File: config.mk
export PLATFORM = sky130hd
export DESIGN_NAME = circuito_codificador_param
export DESIGN_NICKNAME = d
export VERILOG_FILES = /design/src/rtl/circuito_codificador_param.sv
export SDC_FILE = /design/constraint.sdc
export NUM_CORES = 1
export LEC_CHECK = 0
export ABC_AREA = 1
export CAP_MARGIN = 10
export CORE_MARGIN = 4
export CORE_UTILIZATION = 45
export CTS_CLUSTER_SIZE = 20
export DETAILED_ROUTE_END_ITERATION = 16
export PLACE_DENSITY = 0.72
export SYNTH_ARGS = -nofsm -noshare
export SYNTH_HDL_FRONTEND = slang
export SYNTH_SLANG_ARGS = --single-unit
File: constraint.sdc
create_clock -name clk -period 2.58 [get_ports clk]
set_input_delay 0.387 -clock clk [delete_from_list [all_inputs] [get_ports clk]]
set_output_delay 0.387 -clock clk [all_outputs]
set_load 0.05 [all_outputs]
File: src/rtl/circuito_codificador_param.sv
// Parametrised one-hot / priority encoder with valid/ready handshakes,
// a small output FIFO and a saturating counter of accepted multi-hot words.
module circuito_codificador_param #(
  parameter int N_IN      = 7,
  parameter int W_OUT     = $clog2(N_IN + 1),
  parameter int DEPTH     = 2,
  parameter int MODE      = 0,
  parameter int ERR_CNT_W = 8
) (
  input  logic                 clk,
  input  logic                 rst_n,
  input  logic [N_IN-1:0]      in_vec,
  input  logic                 in_valid,
  output logic                 in_ready,
  output logic [W_OUT-1:0]     out_code,
  output logic                 out_multi,
  output logic                 out_valid,
  input  logic                 out_ready,
  input  logic                 err_clr,
  output logic [ERR_CNT_W-1:0] err_cnt
);

  // Pointer width; occupancy counter needs one extra state to tell full from empty.
  localparam int PW = (DEPTH > 1) ? $clog2(DEPTH) : 1;
  localparam int CW = $clog2(DEPTH + 1);

  logic [W_OUT-1:0]     enc_code;
  logic                 enc_multi;
  logic [W_OUT-1:0]     hi_code;
  logic                 seen_one;

  logic [W_OUT:0]       mem [DEPTH];
  logic [W_OUT:0]       head_word;
  logic [PW-1:0]        rd_ptr_reg;
  logic [PW-1:0]        wr_ptr_reg;
  logic [CW-1:0]        count_reg;
  logic                 run_reg;
  logic [ERR_CNT_W-1:0] err_cnt_reg;

  logic                 full;
  logic                 empty;
  logic                 push;
  logic                 pop;

  // Scan the input lines: track the highest active line and whether more than one is set.
  always_comb begin
    hi_code   = '0;
    seen_one  = 1'b0;
    enc_multi = 1'b0;
    for (int i = 0; i < N_IN; i++) begin
      if (in_vec[i]) begin
        hi_code = W_OUT'(i + 1);
        if (seen_one) begin
          enc_multi = 1'b1;
        end
        seen_one = 1'b1;
      end
    end
    if (enc_multi && (MODE == 0)) begin
      enc_code = '0;
    end else begin
      enc_code = hi_code;
    end
  end

  assign full      = (count_reg == CW'(DEPTH));
  assign empty     = (count_reg == '0);
  // in_ready depends only on registered state, so out_ready never reaches it.
  assign in_ready  = run_reg && !full;
  assign out_valid = !empty;
  assign push      = in_valid && in_ready;
  assign pop       = out_valid && out_ready;

  // Head word is forced to zero whenever the FIFO is empty.
  assign head_word = mem[rd_ptr_reg];
  assign out_code  = out_valid ? head_word[W_OUT-1:0] : '0;
  assign out_multi = out_valid ? head_word[W_OUT] : 1'b0;
  assign err_cnt   = err_cnt_reg;

  // FIFO storage: no reset needed, contents are masked by the occupancy count.
  always_ff @(posedge clk) begin
    if (push) begin
      mem[wr_ptr_reg] <= {enc_multi, enc_code};
    end
  end

  // FIFO pointers, occupancy and the post-reset ready enable.
  always_ff @(posedge clk or negedge rst_n) begin
    if (!rst_n) begin
      rd_ptr_reg <= '0;
      wr_ptr_reg <= '0;
      count_reg  <= '0;
      run_reg    <= 1'b0;
    end else begin
      run_reg <= 1'b1;
      if (push) begin
        wr_ptr_reg <= wr_ptr_reg + PW'(1);
      end
      if (pop) begin
        rd_ptr_reg <= rd_ptr_reg + PW'(1);
      end
      case ({push, pop})
        2'b10:   count_reg <= count_reg + CW'(1);
        2'b01:   count_reg <= count_reg - CW'(1);
        default: count_reg <= count_reg;
      endcase
    end
  end

  // Saturating count of accepted multi-hot words; a clear wins over an increment.
  always_ff @(posedge clk or negedge rst_n) begin
    if (!rst_n) begin
      err_cnt_reg <= '0;
    end else if (err_clr) begin
      err_cnt_reg <= '0;
    end else if (push && enc_multi && (err_cnt_reg != {ERR_CNT_W{1'b1}})) begin
      err_cnt_reg <= err_cnt_reg + ERR_CNT_W'(1);
    end
  end

endmodule

==> results of run 1 <==
==> worst max-delay path by stage <==
stage                 start           to  depth (start not counted)
2_1_floorplan  count_reg[0]     in_ready                          2
3_3_place_gp     rd_ptr_reg  out_code[1]                          4
3_5_place_dp     rd_ptr_reg  out_code[0]                          4
4_1_cts          rd_ptr_reg  out_code[0]                          4
5_1_grt          rd_ptr_reg  out_code[1]                          4
6_report         rd_ptr_reg  out_code[0]                          4
==> cells by family (layout without fill, tap and decap cells) <==
kind of cell	after synthesis	in the layout	synth area share, %
AO/OA/AOI/OAI	14	14	6.943
XOR/XNOR	5	5	3.628
adder cells (fa/ha/maj)	2	2	2.072
buffers and inverters	19	47	6.010
flip-flops	21	21	46.84
other	1	1	0.3106
AND/OR/NAND/NOR	91	91	34.20
==> cells in the mapped netlist <==
| cell | count | area [um2] |
|---|---|---|
| buf_2 | 1 | 5.000 |
| nand4_1 | 1 | 6.260 |
| nor3_1 | 2 | 10.01 |
| a21oi_4 | 1 | 16.27 |
| a21boi_0 | 1 | 7.510 |
| nand2_4 | 2 | 22.52 |
| nand3_1 | 13 | 65.06 |
| o21ai_0 | 3 | 15.01 |
| clkinv_1 | 1 | 3.750 |
| inv_2 | 1 | 3.750 |
| nor2_1 | 18 | 67.56 |
| ha_1 | 2 | 25.02 |
| conb_1 | 1 | 3.750 |
| xnor2_1 | 3 | 26.28 |
| nand2_2 | 2 | 12.51 |
| inv_1 | 16 | 60.06 |
| dfrtp_1 | 13 | 325.3 |
| nand2_1 | 50 | 187.7 |
| nor2_2 | 1 | 6.260 |
| a21oi_1 | 9 | 45.04 |
| nand3_4 | 2 | 35.03 |
| xor2_1 | 2 | 17.52 |
| edfxtp_1 | 8 | 240.2 |
==> report_power, final <==
group	leakage [uW]	switching, uW	internal, uW
Clock	0.0000177	91.9	57.6
Sequential	0.000241	51.0	404
Combinational	0.000422	370	195
==> through the flow <==
| step | total power, uW | hold WS (ps) |
|---|---|---|
| after floorplan | 853.7 | 91.41 |
| after global placement | 1018 | 522.7 |
| after detailed placement | 1031 | 543.6 |
| after CTS | 1184 | 477.6 |
| after global routing | 1257 | 480.1 |
| final | 1170 | 465.7 |
==> layout make-up <==
| cell class | instances | area [um2] |
|---|---|---|
| tap | 30 | 37.54 |
| multi-input combinational | 113 | 569.3 |
| timing repair buffer | 25 | 250.2 |
| clock inverter | 1 | 5.005 |
| fill | 233 | 1005 |
| sequential | 21 | 565.5 |
| clock buffer | 3 | 22.52 |
| inverter | 18 | 67.56 |
==> layer usage <==
metal / up-vias / track usage (%)
li1: 542 / -
met1: 458 / 20.60
met2: 23 / 22.38
met3: 2 / 4.536
met4: 0 / 3.797
met5: - / 0
==> run_results.csv, run 1 <==
group,metric,value,unit
outcome,status,"complete, no violations",
sta,period_minus_slack,2260,ps
sta,fin_setup_tns,0,ps
placement,placed_area,0.001490,mm2
logic_synthesis,synth_nets,167,
logic_synthesis,synth_seq_cells,21,
global_routing,grt_max_degree,14,
logic_synthesis,synth_cells,153,
placement,place.gp.congestion,0.8137,
worst_setup_path,critPathKind,"flip-flop to output pin",
cts,clockBufferDepth,2,
drt,routed_via_density,4.858,
worst_setup_path,slowest_stage,"clkdlybuf4s50_1",
layout,area_growth,25.70,%
layout,final_cell_mix,"50 x nand2_1, 25 x clkdlybuf4s50_1, 18 x nor2_1",
drt,drtIter0Drc,37,
placement,dp.cells,207,
floorplan,start_util,47.87,%
layout,layout-drive-gt1-share,7.182,%
cts,postCtsHoldBufs,0,
worst_setup_path,worstReg2RegStart,"count_reg[1]",
sta,fin_ws,320.2,ps
layout,fin_area,0.001518,mm2
power_and_ir_drop,ir_drop,0.0008188,V
worst_setup_path,critPathRequiredTime,2190,ps
floorplan,fp-row-count,18,
drt,highest_layer,"met4",
worst_setup_path,start_kind,"flip-flop",
logic_synthesis,ys_warn_count,0,
sta,tightest_slew,614.2,ps
placement,pre_cts_ws,637.3,ps
sta,finalClockSkew,5.173,ps
global_routing,grt_pass1_vias,941,
placement,portBuffers,25,
drt,met3_length,125,um
global_routing,grt_pass1_wl,4064,um
drt,wl_met1,1077,um
worst_setup_path,path_delay_family,"buffers and inverters",
layout,finalNonFillerCells,211,
cts,cts_made_buffers,3,
sta,rsz0062_at_grt,"false",
cts,clk_pin_slew,110,ps
layout,final_util,60.17,%
sta,finalHoldViolCount,0,
run,drv_cap,0,
cts,cts.repair.resized,0,
layout,nets,196,
worst_setup_path,reg2reg_depth,6,
logic_synthesis,ys_types,23,
drt,drc,0,
drt,wirelength,2314,um
worst_setup_path,critical_path.cell_chain,"inv_1 -> nand2_1 -> a21oi_1 -> clkdlybuf4s50_1",
global_routing,track_usage,14.81,%
cts,cts.sinks,21,
min_path,hp-class,"input pin to asynchronous set/reset pin",
power_and_ir_drop,p_per_area,770.9,mW/mm2
cts,postCtsSetupBuffers,0,
global_routing,antenna_found_initial,0,
drt,avgRoutedWirePerCell,10.97,um
sta,period_share,87.59,%
power_and_ir_drop,p_leak,0.0006805,uW
drt,ant_nets,0,
logic_synthesis,ys_seq_area_share,46.84,%
layout,mostFrequentLayoutCell,"nand2_1",
worst_setup_path,reg2reg_slack,850,ps
sta,finalMaxSlewViolations,0,
cts,root_buffer,"clkbuf_4",
cts,worstSkewPairLatency,290,ps
drt,wl_met2,1092,um
worst_setup_path,worst-path-buf-inv,2,
worst_setup_path,cp-end-kind,"output pin",
cts,htree_levels,1,
sta,setup_viol,0,
sta,fmax,0.4425,GHz
floorplan,io_pins,26,
sta,relSlewSlack,58.92,%
logic_synthesis,syn_area_per_cell,7.892,um2
placement,hpwl,1786,um
worst_setup_path,critPathArrivalTime,1870,ps
logic_synthesis,synthesis.area,0.001207,mm2
cts,cts_tree,"built",
floorplan,core,0.002522,mm2
floorplan,die_height,59.80,um
floorplan,die_x,59.80,um
drt,via_count,1025,
global_routing,overflow,0,
floorplan,die_area,0.003576,mm2
layout,n_antenna_cell,0,
worst_setup_path,crit_fanout,6,
drt,firstDrtPassIters,4,
worst_setup_path,max_stage_delay,810,ps
worst_setup_path,reg2reg_to,"count_reg[1]",
Note: power is estimated with default switching activity, not from simulation.
==> inputs of run 2 (changes only) <==
--- a/config.mk
+++ b/config.mk
@@ -11,7 +11,7 @@
 export CORE_UTILIZATION = 45
 export CTS_CLUSTER_SIZE = 20
 export DETAILED_ROUTE_END_ITERATION = 16
-export PLACE_DENSITY = 0.72
+export PLACE_DENSITY_LB_ADDON = 0.05
 export SYNTH_ARGS = -nofsm -noshare
 export SYNTH_HDL_FRONTEND = slang
 export SYNTH_SLANG_ARGS = --single-unit
==> run 2 against run 1 <==
  * Worst hold slack got worse by 26 ps
  * Largest cell class unchanged
  * Worst setup slack got worse by 54 ps
  * Clock skew rose by 6.1 ps
  * First-iteration DRC count fell by 27%
  * Via count grew 6.2%
  * Utilization stayed put
==> run_results.csv, run 2 (synthesis results as in run 1) <==
group,metric,value,unit
outcome,status,"complete, no violations",
floorplan,start_util,47.87,%
sta,tightest_slew,595.0,ps
layout,mostFrequentLayoutCell,"nand2_1",
drt,ant_nets,0,
cts,clk_pin_slew,120,ps
drt,drc,0,
floorplan,io_pins,26,
layout,final_util,60.17,%
sta,period_share,89.69,%
layout,seq_area,565.5,um2
sta,period_minus_slack,2314,ps
sta,fin_setup_tns,0,ps
global_routing,overflow,0,
layout,n_antenna_cell,0,
cts,worstSkewPairLatency,310,ps
floorplan,die_height,59.80,um
sta,relSlewSlack,60.21,%
layout,nets,196,
cts,cts_made_buffers,3,
drt,wirelength,2541,um
worst_setup_path,crit_start,"rd_ptr_reg",
placement,portBuffers,25,
global_routing,track_usage,15.60,%
layout,multiInputGateArea,569.3,um2
layout,layout-drive-gt1-share,7.182,%
layout,fillers,241,
drt,routed_via_density,5.161,
cts,cts.sinks,21,
worst_setup_path,worstReg2RegStart,"count_reg[1]",
floorplan,die_x,59.80,um
power_and_ir_drop,p_per_area,780.1,mW/mm2
global_routing,grt_pass1_vias,1075,
worst_setup_path,start_kind,"flip-flop",
cts,cts_tree,"built",
global_routing,grt_pass1_wl,4305,um
layout,final_cell_mix,"50 x nand2_1, 25 x clkdlybuf4s50_1, 18 x nor2_1",
cts,clockBufferDepth,2,
sta,hold_ws,439.3,ps
worst_setup_path,critPathArrivalTime,1930,ps
sta,finalMaxSlewViolations,0,
drt,drtIter0Drc,27,
worst_setup_path,cp-end-kind,"output pin",
floorplan,die_area,0.003576,mm2
sta,finalHoldViolCount,0,
placement,place.gp.congestion,0.8303,
min_path,hp-class,"input pin to asynchronous set/reset pin",
sta,finalClockSkew,11.23,ps
run,drv_cap,0,
global_routing,grt_max_degree,14,
cts,htree_levels,1,
layout,area_growth,25.70,%
worst_setup_path,critPathRequiredTime,2190,ps
placement,hpwl,1932,um
power_and_ir_drop,ir_drop,0.0006715,V
drt,avgRoutedWirePerCell,12.04,um
cts,postCtsSetupBuffers,0,
worst_setup_path,crit_fanout,6,
drt,firstDrtPassIters,4,
floorplan,fp-row-count,18,
sta,fmax,0.4321,GHz
sta,setup_viol,0,
global_routing,antenna_found_initial,0,
cts,postCtsHoldBufs,0,
sta,rsz0062_at_grt,"false",
cts,cts.repair.resized,0,
power_and_ir_drop,p_leak,0.0006805,uW
floorplan,core,0.002522,mm2
cts,root_buffer,"clkbuf_4",
drt,via_count,1089,
worst_setup_path,critPathKind,"flip-flop to output pin",
-- run 2: layout make-up --
| type | count | area share [%] |
|---|---|---|
| Multi-Input combinational cell | 113 | 37.51 |
| Sequential cell | 21 | 37.26 |
| Timing Repair Buffer | 25 | 16.49 |
| Inverter | 18 | 4.452 |
| Tap cell | 30 | 2.473 |
| Clock buffer | 3 | 1.484 |
| Clock inverter | 1 | 0.3298 |
-- run 2: layer usage --
metal	routed length, um	global-route usage, %	part of all wire [%]	vias up
li1	-	-	-	544
met1	1132	20.30	45	499
met2	1211	25.93	48	42
met3	174	3.888	6.8	4
met4	23	3.797	0.91	0
met5	0	0	0	-
-- run 2: path summary, 6_finish.rpt --
path	slack [ps]	end	cells past startpoint
max	270	out_code[2]	4
min	440	count_reg[1]	1
max reg2reg	830	count_reg[1]	6
min reg2reg	560	count_reg[1]	1
max in group asynchronous	1750	err_cnt[3]	1
min in group clk	560	count_reg[1]	1
-- run 2: metrics by stage --
step / std cells / power, uW / area (um2) / worst slack (ps)
final: 211 / 1184 / 1518 / 265.9
after global routing: 211 / 1252 / 1518 / 164.9
after CTS: 211 / 1193 / 1518 / 244.7
after detailed placement: 207 / 1034 / 1490 / 591.0
after global placement: 207 / 1023 / 1490 / 649.7
after floorplan: 153 / 853.7 / 1207 / 624.7
-- run 2: worst max-delay path: stages (launching register included) --
cell and delay (ps):
dfrtp_1 460, inv_1 140, nand2_1 60, a21oi_1 140, clkdlybuf4s50_1 820
-- run 2: power breakdown --
group / total [uW] / internal, uW / switching, uW / leakage [uW]
clock: 157 / 57.9 / 99.5 / 0.0000177
combinational: 568 / 195 / 373 / 0.000422
sequential: 458 / 404 / 54.0 / 0.000241
==> edit (config.mk and constraints of run 2) <==
Put one more register stage on the output `err_cnt`. The value now appears one clock later. The other outputs are not delayed to match.
--- a/src/rtl/circuito_codificador_param.sv
+++ b/src/rtl/circuito_codificador_param.sv
@@ -75,7 +75,9 @@
   assign head_word = mem[rd_ptr_reg];
   assign out_code  = out_valid ? head_word[W_OUT-1:0] : '0;
   assign out_multi = out_valid ? head_word[W_OUT] : 1'b0;
-  assign err_cnt   = err_cnt_reg;
+  always_ff @(posedge clk) begin
+    err_cnt <= err_cnt_reg;
+  end
 
   // FIFO storage: no reset needed, contents are masked by the occupancy count.
   always_ff @(posedge clk) begin
Behaviour: not the same (Yosys sat finds a counterexample within 4 cycles, from zero or initial values and one cycle with rst_n low).
==> edit against run 2 <==
Count of clock-buffer cells in the layout up 3. Utilization up 0.094 points. Routed wire length shrank 3.0%. Non-clock buffer count unchanged. Sequential cell count grew 8. Worst setup slack improved by 2.5 ps. Final cell count rose by 0.47%. Design area rose by 13%. Die area up 13%. Area after synthesis increased by 15%. Power increased by 24%. Sequential share of layout area up 4.9 points. Hold slack lost 9.7 ps. Critical path type unchanged. Largest cell class is now sequential cells.
==> edit: results (changes against run 2) <==
- Number of antenna violations at the first check in global routing: 0 (unchanged)
* Placed cells: 204 (-1.4%)
- Worst setup path start: rd_ptr_reg$_DFFE_PN0P_
- The clock tree buffer depth came to 2 (unchanged).
* Cell variety after synth: 27 (+17%)
- The maximum number of pins on one net before global-route repair was 14 (unchanged).
* Drt pass-1 iters: 4 (unchanged)
- Global placer's final weighted congestion: 0.763 (-8.1%)
- First-pass GRT wire length: 4280 microns (-0.49%)
* Routed met3 length: 88 microns (-49%)
* Commonest cells post-synth: 33 x nand2_1, 16 x nor2_1, 13 x dfrtp_1, 13 x inv_1, 11 x nand3_1
* Actual transition at the worst max-transition pin: 622 ps (+27.1 ps)
- The post-CTS resize count is 0 (unchanged).
* Number of input and output port buffers inserted: 25 (unchanged)
* Data arrival time of the critical path: around 1900 ps
* # Post-CTS Setup Buffers: 0 (unchanged)
- Clock buffer count from CTS: 5 (+2)
- Antenna diodes: 0 (unchanged)
- The per-cell routed wire length was 11.6 microns (-3.5%).
- The register with the most flip-flops in the layout has 16 of them.
- The post-detailed-placement half-perimeter wirelength was 1910 microns (-1.4%).
- The number of nets in the layout is 194 (-1.0%).
* Startpoint of the lowest-slack hold path: err_cnt_reg[1]$_DFFE_PN0P_
- The path class of the tightest hold or removal check is register to register.
- The flow ran to the end, and the final reports show no timing, DRC or antenna violations.
- Vias: 1,073 (-1.5%)
* Wl on met1: 1020 microns (-9.7%)
- The total number of H-tree levels was 2 (+1).
- The peak fanout along the critical path is 6 (unchanged).
- The clock-pin slew of the registers on the worst-case setup and hold paths came to 90 ps (-30 ps).
* Met2 routed WL: 1290 microns (+6.5%)
- The maximum vdd ir drop was 0.425 mV (-37%).
- The tree is rooted in a clkbuf_4.
- Post-synthesis net count: 163 (-2.4%)
- Iteration-0 DRC Markers: 23 (-15%)
- Synth warn: 0 (unchanged)
- The clock skew came to 3.07 ps (-8.15 ps).
- The instance count of the mapped netlist is 149 (-2.6%).
* Final-layout fill cell count: 263 (+9.1%)
- Drt via density: 5.06 (-1.9%)
- The later pin in the worst-skew pair is clocked with a latency of 320 ps.
- Setup slack, reg-to-reg: 860 ps (+30 ps)
- By area the synthesized netlist is led by dfrtp_1 23%, edfxtp_1 17%, dfxtp_1 12%, nand2_1 8.9%, nand2_2 4.5%.
* Static leakage: 0.751 nW (+10%)
- The number of enable-type register cells in the synthesized netlist was 8 (unchanged).
* Fraction of final layout cells sized beyond drive strength 1: 14.4% (+7.2 points)
- The worst-case hold slack came to 430 ps (-9.67 ps).
- The detailed router used layers up to and including met4.
- The startpoint identified for the worst register-to-register timing path is count_reg[1]$_DFFE_PN0P_.
* Number of global-route vias before repair: 1,035 (-3.7%)
- The internal power of the cells was 0.000859 W (+31%).
* Combined global-route utilization of all metal layers: 13.9% (-1.7 points)
- The fraction of registers with async set/reset came to 44.8% (-17 points).
* Fraction of the yosys area taken by sequential cells: 52.3% (+5.5 points)
## edit: cell types whose count changed in the layout (fill, tap and decap cells not counted), sizes merged, moves of 2 or more
cell,change
o21bai,+2
clkbuf,+3
nor3,-2
nor3b,+2
nand2,-9
dfxtp,+8
inv,-3
nor2,-2
## edit: power by group through the flow
stage                     Combinational (W)  Clock [W]  Sequential (W)
final                              0.000615   0.000250        0.000601
after global routing               0.000658   0.000287        0.000614
after CTS                          0.000623   0.000264        0.000602
after detailed placement           0.000620          0        0.000613
after global placement             0.000605          0        0.000609
after floorplan                    0.000401          0        0.000638
## edit: worst paths after layout
kind                                                    to  cells past startpoint
worst min register to register          err_cnt[1]$_DFF_P_                      0
worst max register to register    count_reg[1]$_DFFE_PN0P_                      6
max in group asynchronous       err_cnt_reg[7]$_DFFE_PN0P_                      1
min in group asynchronous           rd_ptr_reg$_DFFE_PN0P_                      1
worst max-delay path                           out_code[2]                      4
worst min-delay path                    err_cnt[1]$_DFF_P_                      0
## edit: critical path, stage by stage, from the launching register on
cell and delay [ps]:
dfrtp_1 450, inv_1 130, nand2_1 70, a21oi_1 140
clkdlybuf4s50_1 820
## edit: kinds of logic (layout without fill, tap and decap cells)
| group | Yosys count | after routing | synth area share, % |
|---|---|---|---|
| other | 1 | 1 | 0.270 |
| AO/OA/AOI/OAI | 15 | 15 | 6.95 |
| adder cells (fa/ha/maj) | 2 | 2 | 1.80 |
| flip-flops | 29 | 29 | 52.3 |
| XOR/XNOR | 7 | 7 | 4.42 |
| buffers and inverters | 16 | 48 | 4.96 |
| AND/OR/NAND/NOR | 79 | 79 | 29.2 |
## edit: area by class of cell
class	count	area (sq um)	share of cell area, %
sequential	29	726	42.2
multi-input combinational	104	592	34.4
timing repair buffer	25	250	14.6
inverter	15	61.3	3.57
clock buffer	6	41.3	2.40
tap	31	38.8	2.26
clock inverter	2	10.0	0.582
## edit: routing by layer
metal	track usage, %	vias to the layer above
met1	14.4	505
li1	-	544
met5	0	-
met3	3.91	8
met2	24.4	16
met4	8.89	0
## edit: metrics by stage
| stage | power (W) | worst slack [ps] | cell area (sq um) |
|---|---|---|---|
| floorplan | 0.00104 | 816 | 1390 |
| global placement | 0.00121 | 690 | 1670 |
| detailed placement | 0.00123 | 616 | 1670 |
| CTS | 0.00149 | 236 | 1720 |
| global route | 0.00156 | 134 | 1720 |
| finish | 0.00147 | 268 | 1720 |
